==> src/rtl/root_calc_pkg.sv <==
// Shared definitions for the root calculator's terminal output path.
// Holds the formatter FSM states, the selector for which kind of byte is
// being sent (hex digit, CR or LF), and the ASCII constants used to build
// the printable line.
package root_calc_pkg;

  // Formatter FSM states
  typedef enum logic [1:0] {
    IDLE,
    SKIP,
    WAIT_RTS,
    WAIT_ACK
  } state_e;

  // Which part of the line is currently being sent
  typedef enum logic [1:0] {
    SEL_DIGIT,
    SEL_CR,
    SEL_LF
  } sel_e;

  localparam logic [7:0] ASCII_0    = 8'h30;
  localparam logic [7:0] ASCII_A_UP = 8'h41;
  localparam logic [7:0] ASCII_A_LO = 8'h61;
  localparam logic [7:0] ASCII_CR   = 8'h0D;
  localparam logic [7:0] ASCII_LF   = 8'h0A;

endpackage

==> src/rtl/nibble_to_ascii.sv <==
// Combinational hex digit encoder.
// Ports:
//   nibble - 4-bit value 0..15
//   ascii  - printable code: '0'-'9', then 'A'-'F' or 'a'-'f' by UPPERCASE
module nibble_to_ascii
  import root_calc_pkg::*;
#(
  parameter int UPPERCASE = 1
) (
  input  logic [3:0] nibble,
  output logic [7:0] ascii
);

  // Letters are offset from the chosen 'A'/'a' base by (n - 10)
  always_comb begin
    ascii = ASCII_0 + {4'h0, nibble};
    if (nibble > 4'd9) begin
      if (UPPERCASE != 0) begin
        ascii = ASCII_A_UP + {4'h0, nibble} - 8'd10;
      end else begin
        ascii = ASCII_A_LO + {4'h0, nibble} - 8'd10;
      end
    end
  end

endmodule

==> src/rtl/sqrt_hex_formatter.sv <==
// Turns a square-root result word into an ASCII hex line ("00001F3A\r\n")
// and streams it byte by byte to the RS232 transmitter, paced by rts.
// Ports:
//   clk, rst_n      - clock, asynchronous active-low reset
//   in_data         - result word, captured on in_data_ready while idle
//   in_data_ready   - one-cycle pulse marking in_data valid
//   data_request    - transmitter rts level, high = ready for a byte
//   out_data        - ASCII byte, held until the next out_data_ready
//   out_data_ready  - one-cycle pulse marking out_data valid
//   busy            - high from capture until the last byte is acknowledged
//   overrun         - sticky flag: a word arrived while busy
module sqrt_hex_formatter
  import root_calc_pkg::*;
#(
  parameter int NIBBLES        = 8,
  parameter int UPPERCASE      = 1,
  parameter int SUPPRESS_ZEROS = 0,
  parameter int APPEND_CRLF    = 1
) (
  input  logic                   clk,
  input  logic                   rst_n,
  input  logic [4*NIBBLES-1:0]   in_data,
  input  logic                   in_data_ready,
  input  logic                   data_request,
  output logic [7:0]             out_data,
  output logic                   out_data_ready,
  output logic                   busy,
  output logic                   overrun
);

  localparam int W  = 4 * NIBBLES;
  localparam int CW = $clog2(NIBBLES + 3);
  localparam logic [CW-1:0] CNT_FULL = CW'(NIBBLES);
  localparam logic [CW-1:0] CNT_ONE  = CW'(1);

  state_e          state_q, state_d;
  sel_e            sel_q, sel_d;
  logic [W-1:0]    shift_q, shift_d;
  logic [CW-1:0]   cnt_q, cnt_d;
  logic [7:0]      out_data_q, out_data_d;
  logic            out_valid_q, out_valid_d;
  logic            busy_q, busy_d;
  logic            overrun_q, overrun_d;

  logic [3:0]      top_nibble;
  logic [7:0]      digit_ascii;
  logic [7:0]      cur_byte;
  logic            frame_done;

  assign top_nibble = shift_q[W-1 -: 4];

  nibble_to_ascii #(
    .UPPERCASE(UPPERCASE)
  ) u_nibble_to_ascii (
    .nibble(top_nibble),
    .ascii (digit_ascii)
  );

  // Byte that would be issued now, given which part of the line we are in
  always_comb begin
    cur_byte = digit_ascii;
    case (sel_q)
      SEL_CR:  cur_byte = ASCII_CR;
      SEL_LF:  cur_byte = ASCII_LF;
      default: cur_byte = digit_ascii;
    endcase
  end

  // Next-state and output logic. cnt_q counts digits still to send,
  // including the one currently at the top of the shift register.
  always_comb begin
    state_d     = state_q;
    sel_d       = sel_q;
    shift_d     = shift_q;
    cnt_d       = cnt_q;
    out_data_d  = out_data_q;
    out_valid_d = 1'b0;
    busy_d      = busy_q;
    overrun_d   = overrun_q;
    frame_done  = 1'b0;

    // A word arriving mid-frame (including the final acknowledge cycle)
    // is dropped and only flagged.
    if (in_data_ready && busy_q) begin
      overrun_d = 1'b1;
    end

    case (state_q)
      IDLE: begin
        if (in_data_ready) begin
          shift_d = in_data;
          cnt_d   = CNT_FULL;
          sel_d   = SEL_DIGIT;
          busy_d  = 1'b1;
          state_d = (SUPPRESS_ZEROS != 0) ? SKIP : WAIT_RTS;
        end
      end

      SKIP: begin
        if (top_nibble == 4'h0 && cnt_q > CNT_ONE) begin
          shift_d = {shift_q[W-5:0], 4'h0};
          cnt_d   = cnt_q - CNT_ONE;
        end else begin
          // Done skipping: act as WAIT_RTS this cycle so that skipping
          // costs exactly one cycle per dropped zero.
          state_d = WAIT_RTS;
          if (data_request) begin
            out_data_d  = cur_byte;
            out_valid_d = 1'b1;
            state_d     = WAIT_ACK;
          end
        end
      end

      WAIT_RTS: begin
        if (data_request) begin
          out_data_d  = cur_byte;
          out_valid_d = 1'b1;
          state_d     = WAIT_ACK;
        end
      end

      WAIT_ACK: begin
        // rts low means the transmitter took the byte
        if (!data_request) begin
          state_d = WAIT_RTS;
          case (sel_q)
            SEL_DIGIT: begin
              if (cnt_q > CNT_ONE) begin
                shift_d = {shift_q[W-5:0], 4'h0};
                cnt_d   = cnt_q - CNT_ONE;
              end else if (APPEND_CRLF != 0) begin
                sel_d = SEL_CR;
              end else begin
                frame_done = 1'b1;
              end
            end
            SEL_CR:  sel_d = SEL_LF;
            default: frame_done = 1'b1;
          endcase
          if (frame_done) begin
            state_d = IDLE;
            sel_d   = SEL_DIGIT;
            cnt_d   = '0;
            busy_d  = 1'b0;
          end
        end
      end

      default: state_d = IDLE;
    endcase
  end

  // State registers; reset aborts any frame in flight
  always_ff @(posedge clk or negedge rst_n) begin
    if (!rst_n) begin
      state_q     <= IDLE;
      sel_q       <= SEL_DIGIT;
      shift_q     <= '0;
      cnt_q       <= '0;
      out_data_q  <= '0;
      out_valid_q <= 1'b0;
      busy_q      <= 1'b0;
      overrun_q   <= 1'b0;
    end else begin
      state_q     <= state_d;
      sel_q       <= sel_d;
      shift_q     <= shift_d;
      cnt_q       <= cnt_d;
      out_data_q  <= out_data_d;
      out_valid_q <= out_valid_d;
      busy_q      <= busy_d;
      overrun_q   <= overrun_d;
    end
  end

  assign out_data       = out_data_q;
  assign out_data_ready = out_valid_q;
  assign busy           = busy_q;
  assign overrun        = overrun_q;

endmodule
==> config.mk <==
export PLATFORM = sky130hd
export DESIGN_NAME = sqrt_hex_formatter
export DESIGN_NICKNAME = d
export VERILOG_FILES = /design/src/rtl/root_calc_pkg.sv /design/src/rtl/nibble_to_ascii.sv /design/src/rtl/sqrt_hex_formatter.sv
export SDC_FILE = /design/constraint.sdc
export NUM_CORES = 1
export LEC_CHECK = 0
export CAP_MARGIN = 20
export CORE_MARGIN = 2
export CORE_UTILIZATION = 26
export DETAILED_ROUTE_END_ITERATION = 10
export SYNTH_ARGS = -nofsm -noshare
export SYNTH_HDL_FRONTEND = slang
export SYNTH_SLANG_ARGS = --single-unit
==> constraint.sdc <==
create_clock -name clk -period 3.3 [get_ports clk]
set_clock_uncertainty 0.15 [all_clocks]
set_input_delay 0.66 -clock clk [delete_from_list [all_inputs] [get_ports clk]]
set_output_delay 0.66 -clock clk [all_outputs]
set_load 0.03 [all_outputs]
==> summary.md, run 1 <==
| Metric | Value |
|---|---|
| Standard-cell rows | 37 |
| Vias post-DR | 1933 |
| Max Cap Viol | 0 |
| Transition time at the pin with the least slew margin | 0.647 ns |
| Top area cells in the synthesized netlist | dfrtp_1 (45%), mux2_2 (12%), mux2_1 (9.6%) |
| CP Cell Sequence | clkdlybuf4s50_1, and2_4, or3_1, a221oi_4, buf_12, mux2_1 |
| Clock period minus final worst setup slack | 2.55 ns |
| Category of the worst setup path capture point | register |
| Number of vias per cell | 4.56 |
| Cell area after technology mapping | 2810 µm² |
| Part of the power in combinational logic | 0.596 |
| Arrival time at the worst endpoint | 2.59 ns |
| Overall die area | 11600 µm² |
| Pre-CTS setup slack | 0.454 ns |
| Initial cell density of the core | 0.269 |
| Horizontal die dimension | 108 µm |
| Worst Slack Setup Final | 0.748 ns |
| IO Port Bufs | 45 |
| Top-area cell type share of the netlist area | 0.446 |
| Remaining global-route overflow | 0 |
| Number of setup violations in the final report | 0 |
| Average wire per standard cell | 12.7 µm |
| Total internal power | 2130 µW |
| Run status | finished clean |
| First-pass GRT wire length | 9280 µm |
| Synth Area per Inst | 11.4 µm² |
| Drt first pass iters | 4 |
| Total Negative Setup Slacks | 0 ns |
| Core region area | 10400 µm² |
| Clock-pin slew of the registers on the worst-case setup and hold paths | 0.09 ns |
| Number of warnings printed during yosys synthesis | 0 |
| Cell type contributing the most total cell area after synthesis | dfrtp_1 |
| PD cells | 1030 nW/µm² |
| Maximum ir drop on the vdd rail | 0.000426 V |
| Slew Viols, Final | 0 |
| DRC violation count after routing | 0 |
| Share of the cycle needed by the critical path after routing | 0.773 |
| Area after detailed placement | 3380 µm² |
| Total area of multi-input combinational cells | 1420 µm² |
| Setup fix buffers added after clock tree synthesis | 0 |
| Worst endpoint required time | 3.33 ns |
| HPWL after detailed placement | 3830 µm |
| Initial antenna violation count | 0 |
| Synthesis-stage register bit count | 50 |
| Number of clock sinks | 50 |
| Final Hold Violating Endpoints | 0 |
| Portion of total power attributed to sequential cells | 0.308 |
| Number of nets with antenna violations after detailed routing | 0 |
| I/O pin cnt | 47 |
| Total number of H-tree levels | 2 |
| Peak clock frequency supported by timing | 392 MHz |
| Sequential cell area | 1250 µm² |
| Slack of the worst reg-to-reg path | 0.81 ns |
| CTS tree | yes |
| RePlAce Congestion | 0.790 |
| Final-layout worst hold slack | 0.305 ns |
| Sequential area share after synthesis | 0.446 |
| Chip Height | 108 µm |
| Overall Global Routing Usage | 0.0985 |
| Proportion of layout cells with a drive suffix above 1 | 0.149 |
| Vias in the first global route | 1915 |
| Distinct cell type count after synthesis | 48 |
| Biggest fanout along the worst timing path | 32 |
| Root buf cell | clkbuf_8 |
| Worst min path class | primary input to asynchronous set/reset pin |
| Area of all placed cells without fillers | 3460 µm² |
| Leak pwr | 0.00147 µW |
| Fraction of power consumed by the clock network | 0.096 |
| Antenna diode count | 0 |
| Worst Setup Start Kind | primary input |
| Number of fill cells in the layout | 1065 |
| Main synth FF type | dfrtp_1 |
| Post-Route WL | 5370 µm |
| Proportion of register bits with asynchronous set or reset after synthesis | 1.00 |
| Largest net degree at the start of global routing | 51 |
| Maximum count of clock buffers along a single path | 2 |
| Sw Ratio | 0.400 |
| Slew HR | 0.569 |
| Start-to-end type of the worst setup path | primary input to register |
| Synthesized instance count | 245 |
| Count of routing violations after the opening detailed-route iteration | 65 |
| Unrepaired setup endpoints after global routing | no |
| Worst-path cell with the longest stage delay | clkdlybuf4s50_1 |
| Number of enable flip-flop cells after synthesis | 0 |
| Number of nets in the final layout | 338 |
| Inserted Clock Buffers | 5 |
| Syn Nets | 295 |
| Clock latency reported for the late side of the worst-skew pair | 0.29 ns |
| Area Growth Syn to Fin | 23.4% |
| Reported net switching power | 1420 µW |
| Resized cells post-CTS | 0 |
| Stage delay of the slowest cell on the critical path | 0.50 ns |
| # hold bufs at CTS | 0 |
==> Yosys cell counts (2+ instances only) <==
cell,instances
a21oi_1,10
a22o_1,2
a2bb2oi_1,2
a31oi_1,2
buf_2,3
buf_6,3
clkbuf_1,4
dfrtp_1,50
ha_1,14
inv_1,16
mux2_1,24
mux2_2,29
mux2i_1,11
nand2_1,17
nand2b_1,2
nor2_1,7
nor3b_1,2
nor4_1,2
o211ai_1,2
o21a_1,3
o21ai_0,9
o21ai_1,2
o21bai_1,2
or3_1,3
==> power by group through the flow <==
stage	clock network [µW]	registers (µW)	logic (µW)
after detailed placement	0	1110	2130
final	341	1100	2120
after CTS	360	1100	2150
after global routing	388	1140	2370
after floorplan	0	1150	1650
after global placement	0	1100	2110
==> per-layer routing <==
| metal | track usage | routed length, µm |
|---|---|---|
| met5 | 0 | 0 |
| met4 | 0.0147 | 21 |
| met3 | 0.0242 | 240 |
| met2 | 0.159 | 2520 |
| met1 | 0.136 | 2590 |
==> final timing paths <==
| check | startpoint | to | depth (start not counted) |
|---|---|---|---|
| setup / recovery | data_request | shift_q[31]$_DFFE_PN0P_ | 6 |
| hold / removal | rst_n | overrun$_DFFE_PN0P_ | 2 |
| setup reg to reg | shift_q[28]$_DFFE_PN0P_ | shift_q[31]$_DFFE_PN0P_ | 7 |
| hold reg to reg | overrun$_DFFE_PN0P_ | overrun$_DFFE_PN0P_ | 1 |
| max in group asynchronous | rst_n | state_q[0]$_DFFE_PN0P_ | 2 |
| min in group clk | overrun$_DFFE_PN0P_ | overrun$_DFFE_PN0P_ | 1 |
==> final cells by class <==
cell class,count,share of cell area
Clock buffer,6,0.0210
Clock inverter,1,0.00217
Inverter,16,0.0174
Timing Repair Buffer,48,0.139
Multi-Input combinational cell,167,0.410
Tap cell,136,0.0492
Sequential cell,50,0.362
==> stage by stage <==
step / std cells / utilization / power, µW
4_1_cts: 424 / 0.332 / 3610
5_1_grt: 424 / 0.332 / 3900
2_1_floorplan: 245 / - / 2800
6_report: 424 / 0.332 / 3560
3_3_place_gp: 417 / 0.325 / 3210
3_5_place_dp: 417 / 0.325 / 3250
==> worst max-delay path, delay by kind of cell <==
| kind | cells | cell delay (ns) |
|---|---|---|
| buffers and inverters | 2 | 0.75 |
| and+or+nand+nor | 2 | 0.58 |
| muxes | 1 | 0.35 |
| AOI/OAI and AO/OA | 1 | 0.24 |
==> sequential cells by signal, summed over array words and instances, names as in the netlist <==
| register | count |
|---|---|
| busy | 1 |
| cnt_q | 4 |
| out_data | 7 |
| out_data_ready | 1 |
| overrun | 1 |
| sel_q | 2 |
| shift_q | 32 |
| state_q | 2 |
==> kinds of logic after synthesis <==
kind of cell	after synthesis	synth area share
mux	64	0.252
other cells	1	0.00134
simple gates	42	0.0740
fa+ha+maj	14	0.0624
flops	50	0.446
buf+inv	28	0.0482
compound gates	46	0.116
==> cells in the final DEF, fill, tap and decap left out, types with 2 or more instances in the layout <==
cell             count
mux2_2              29
ha_1                14
mux2_1              24
o211ai_1             2
or3_1                3
nand2_1             17
a22o_1               2
clkbuf_8             5
mux2i_1             11
a2bb2oi_1            2
nand2b_1             2
nor2_1               7
inv_1               16
buf_4                2
a21oi_1             10
nor3b_1              2
a31oi_1              2
nor4_1               2
o21a_1               3
o21bai_1             2
dfrtp_1             50
clkdlybuf4s50_1     44
o21ai_0              9
o21ai_1              2
(Power assumes the default switching activity.)
==> run 2, diff against run 1 <==
==> constraint.sdc (replaced) <==
create_clock -name clk -period 2.7 [get_ports clk]
set_clock_uncertainty 0.15 [all_clocks]
set_input_delay 0.54 -clock clk [delete_from_list [all_inputs] [get_ports clk]]
set_output_delay 0.54 -clock clk [all_outputs]
set_load 0.03 [all_outputs]
==> run 2 against run 1 <==
Net effect:
- setup slack lost 0.53 ns
- highest routed layer unchanged
- sequential share of layout area shrank 0.88 points
- worst hold slack lost 0.18 ns
- total power grew 26%
- core utilization grew 0.83 points
- global-route usage grew 0.60 points
- largest power group unchanged
- wire length grew 4.0%
- die area is the same
- sequential power grew 20%
- largest cell class unchanged
- via count grew 1.8%
- non-clock buffer count grew 9
- cell area grew 2.5%
- critical path type is now register to register
==> summary.md, run 2 (synthesis gave the netlist of run 1 again) <==
| Metric | Value |
|---|---|
| Standard-cell rows | 37 (unchanged) |
| Chip Height | 108 µm (unchanged) |
| Final Hold Violating Endpoints | 0 (unchanged) |
| PD cells | 1270 nW/µm² (+23%) |
| IO Port Bufs | 45 (unchanged) |
| Arrival time at the worst endpoint | 2.52 ns (-0.07 ns) |
| Vias post-DR | 1968 (+1.8%) |
| Number of flip-flops under the largest register name | 32 (unchanged) |
| Area after detailed placement | 3460 µm² (+2.4%) |
| Number of vias per cell | 4.53 (-0.54%) |
| Maximum count of clock buffers along a single path | 2 (unchanged) |
| First-pass GRT wire length | 9630 µm (+3.7%) |
| Path length in cells of the critical path | 7 (+1) |
| # hold bufs at CTS | 0 (unchanged) |
| Transition time at the pin with the least slew margin | 0.707 ns (+0.0599 ns) |
| Largest delay share family, worst path | compound AO/OA/AOI/OAI gates |
| Antenna diode count | 0 (unchanged) |
| Vias in the first global route | 2022 (+5.6%) |
| Number of nets with antenna violations after detailed routing | 0 (unchanged) |
| Setup fix buffers added after clock tree synthesis | 0 (unchanged) |
| Area of all placed cells without fillers | 3550 µm² (+2.5%) |
| Core region area | 10400 µm² (unchanged) |
| Maximum ir drop on the vdd rail | 0.000636 V (+49%) |
| Unrepaired setup endpoints after global routing | no |
| Leak pwr | 0.00153 µW (+3.9%) |
| Number of fill cells in the layout | 1054 (-1.0%) |
| Proportion of layout cells with a drive suffix above 1 | 0.178 (+0.0285) |
| HPWL after detailed placement | 4070 µm (+6.3%) |
| Stage delay of the slowest cell on the critical path | 0.38 ns (-0.12 ns) |
| Biggest fanout along the worst timing path | 32 (unchanged) |
| Initial antenna violation count | 0 (unchanged) |
| Reg-to-reg startpoint | cnt_q[0]$_DFFE_PN0P_ |
| Drt first pass iters | 4 (unchanged) |
| Number of setup violations in the final report | 0 (unchanged) |
| Clock-pin slew of the registers on the worst-case setup and hold paths | 0.10 ns (about the same) |
| Clock period minus final worst setup slack | 2.48 ns |
| Reported net switching power | 1790 µW (+25%) |
| DRC violation count after routing | 0 (unchanged) |
| Max Cap Viol | 0 (unchanged) |
| Slew Viols, Final | 0 (unchanged) |
| Initial cell density of the core | 0.269 (unchanged) |
| Total number of H-tree levels | 2 (unchanged) |
| Share of the cycle needed by the critical path after routing | 0.918 |
| Most frequent standard cell in the layout excluding fill and tap cells | dfrtp_1 |
| Worst endpoint required time | 2.74 ns (-0.59 ns) |
| Worst min path class | primary input to asynchronous set/reset pin |
| Inserted Clock Buffers | 5 (unchanged) |
| Total Negative Setup Slacks | 0 ns (unchanged) |
| Slack of the worst reg-to-reg path | 0.22 ns (-0.59 ns) |
| CTS tree | yes |
| Horizontal die dimension | 108 µm (unchanged) |
| Category of the worst setup path capture point | register |
| Area Growth Syn to Fin | 26.4% |
| Worst reg-to-reg path cell count | 7 (unchanged) |
| Overall die area | 11600 µm² (unchanged) |
| Peak clock frequency supported by timing | 403 MHz |
| Worst-path cell with the longest stage delay | dfrtp_1 |
| Slew HR | 0.529 (-0.0399) |
| Count of routing violations after the opening detailed-route iteration | 71 (+9.2%) |
| Overall Global Routing Usage | 0.104 (+0.00599) |
| Number of nets in the final layout | 347 (+2.7%) |
| Remaining global-route overflow | 0 (unchanged) |
| Clock latency reported for the late side of the worst-skew pair | 0.30 ns (about the same) |
| Worst Setup Start Kind | register |
| I/O pin cnt | 47 (unchanged) |
| RePlAce Congestion | 0.834 (+5.5%) |
| Register ranked first by flip-flop count | shift_q |
| Average wire per standard cell | 12.9 µm (+1.6%) |
| Fraction of power consumed by the clock network | 0.098 (+0.002) |
| Root buf cell | clkbuf_8 |
| Post-Route WL | 5580 µm (+4.0%) |
| Portion of total power attributed to sequential cells | 0.294 (-0.014) |
| Resized cells post-CTS | 0 (unchanged) |
| Largest net degree at the start of global routing | 37 (-27%) |
| Number of clock sinks | 50 (unchanged) |
| Total internal power | 2710 µW (+27%) |
| CP Cell Sequence | inv_1, ha_1, nor2_1, o21ai_1, a221oi_4, buf_12, mux2_2 |
| Start-to-end type of the worst setup path | register to register |
| Commonest non-fill, non-tap cells in the layout | dfrtp_1 (50), clkdlybuf4s50_1 (44), mux2_2 (29), mux2_1 (24), nand2_1 (17) |
| Part of the power in combinational logic | 0.608 (+0.012) |
| Worst reg2reg path endpoint | shift_q[5]$_DFFE_PN0P_ |
| Run status | finished clean |
| Sw Ratio | 0.397 (-0.00309) |
| Crit path buffers/inverters | 2 (unchanged) |
[run 2: how the worst max path moves through the flow]
| stage | slack [ns] | end | from |
|---|---|---|---|
| global placement | 0.05 | shift_q[6]$_DFFE_PN0P_ | in_data_ready |
| finish | 0.22 | shift_q[5]$_DFFE_PN0P_ | cnt_q[0]$_DFFE_PN0P_ |
| floorplan | 0.35 | shift_q[26]$_DFFE_PN0P_ | state_q[0]$_DFFE_PN0P_ |
| CTS | 0.21 | shift_q[5]$_DFFE_PN0P_ | state_q[0]$_DFFE_PN0P_ |
| detailed placement | 0.03 | shift_q[5]$_DFFE_PN0P_ | in_data_ready |
| global route | 0.06 | shift_q[5]$_DFFE_PN0P_ | shift_q[28]$_DFFE_PN0P_ |
[run 2: worst reg2reg max path, cell delays in order (launching register included)]
cell	delay, ns
dfrtp_1	0.38
inv_1	0.08
ha_1	0.22
nor2_1	0.36
o21ai_1	0.20
a221oi_4	0.35
buf_12	0.25
mux2_2	0.37
[run 2: stage by stage]
step / hold slack (ns) / util / setup slack, ns / std cells / power, µW
final: 0.127 / 0.341 / 0.220 / 434 / 4490
after global routing: 0.168 / 0.341 / 0.0570 / 434 / 4930
after CTS: 0.152 / 0.341 / 0.214 / 434 / 4570
after detailed placement: 0.301 / 0.332 / 0.0305 / 426 / 4110
after global placement: 0.290 / 0.332 / 0.0544 / 426 / 4050
after floorplan: 0.0944 / - / 0.354 / 245 / 3420
[run 2: power by group through the flow]
stage                     Combinational (µW)  Sequential (µW)  Clock [µW]
after floorplan                         2020             1400           0
after global placement                  2720             1330           0
after detailed placement                2770             1340           0
after CTS                               2780             1330         457
after global routing                    3060             1380         495
final                                   2730             1320         440
[run 2: routing by layer]
metal	part of all wire	track usage	vias up
li1	-	-	974
met5	0	0	-
met2	0.47	0.168	37
met4	0.0034	0.0256	0
met3	0.043	0.0272	2
met1	0.48	0.140	955
[run 2: final cells by class]
| type | count | area [µm²] | share of cell area |
|---|---|---|---|
| Sequential cell | 50 | 1250 | 0.353 |
| Clock inverter | 2 | 13.8 | 0.00388 |
| Tap cell | 136 | 170 | 0.0480 |
| Clock buffer | 6 | 72.6 | 0.0205 |
| Inverter | 16 | 60.1 | 0.0169 |
| Multi-Input combinational cell | 167 | 1420 | 0.400 |
| Timing Repair Buffer | 57 | 561 | 0.158 |
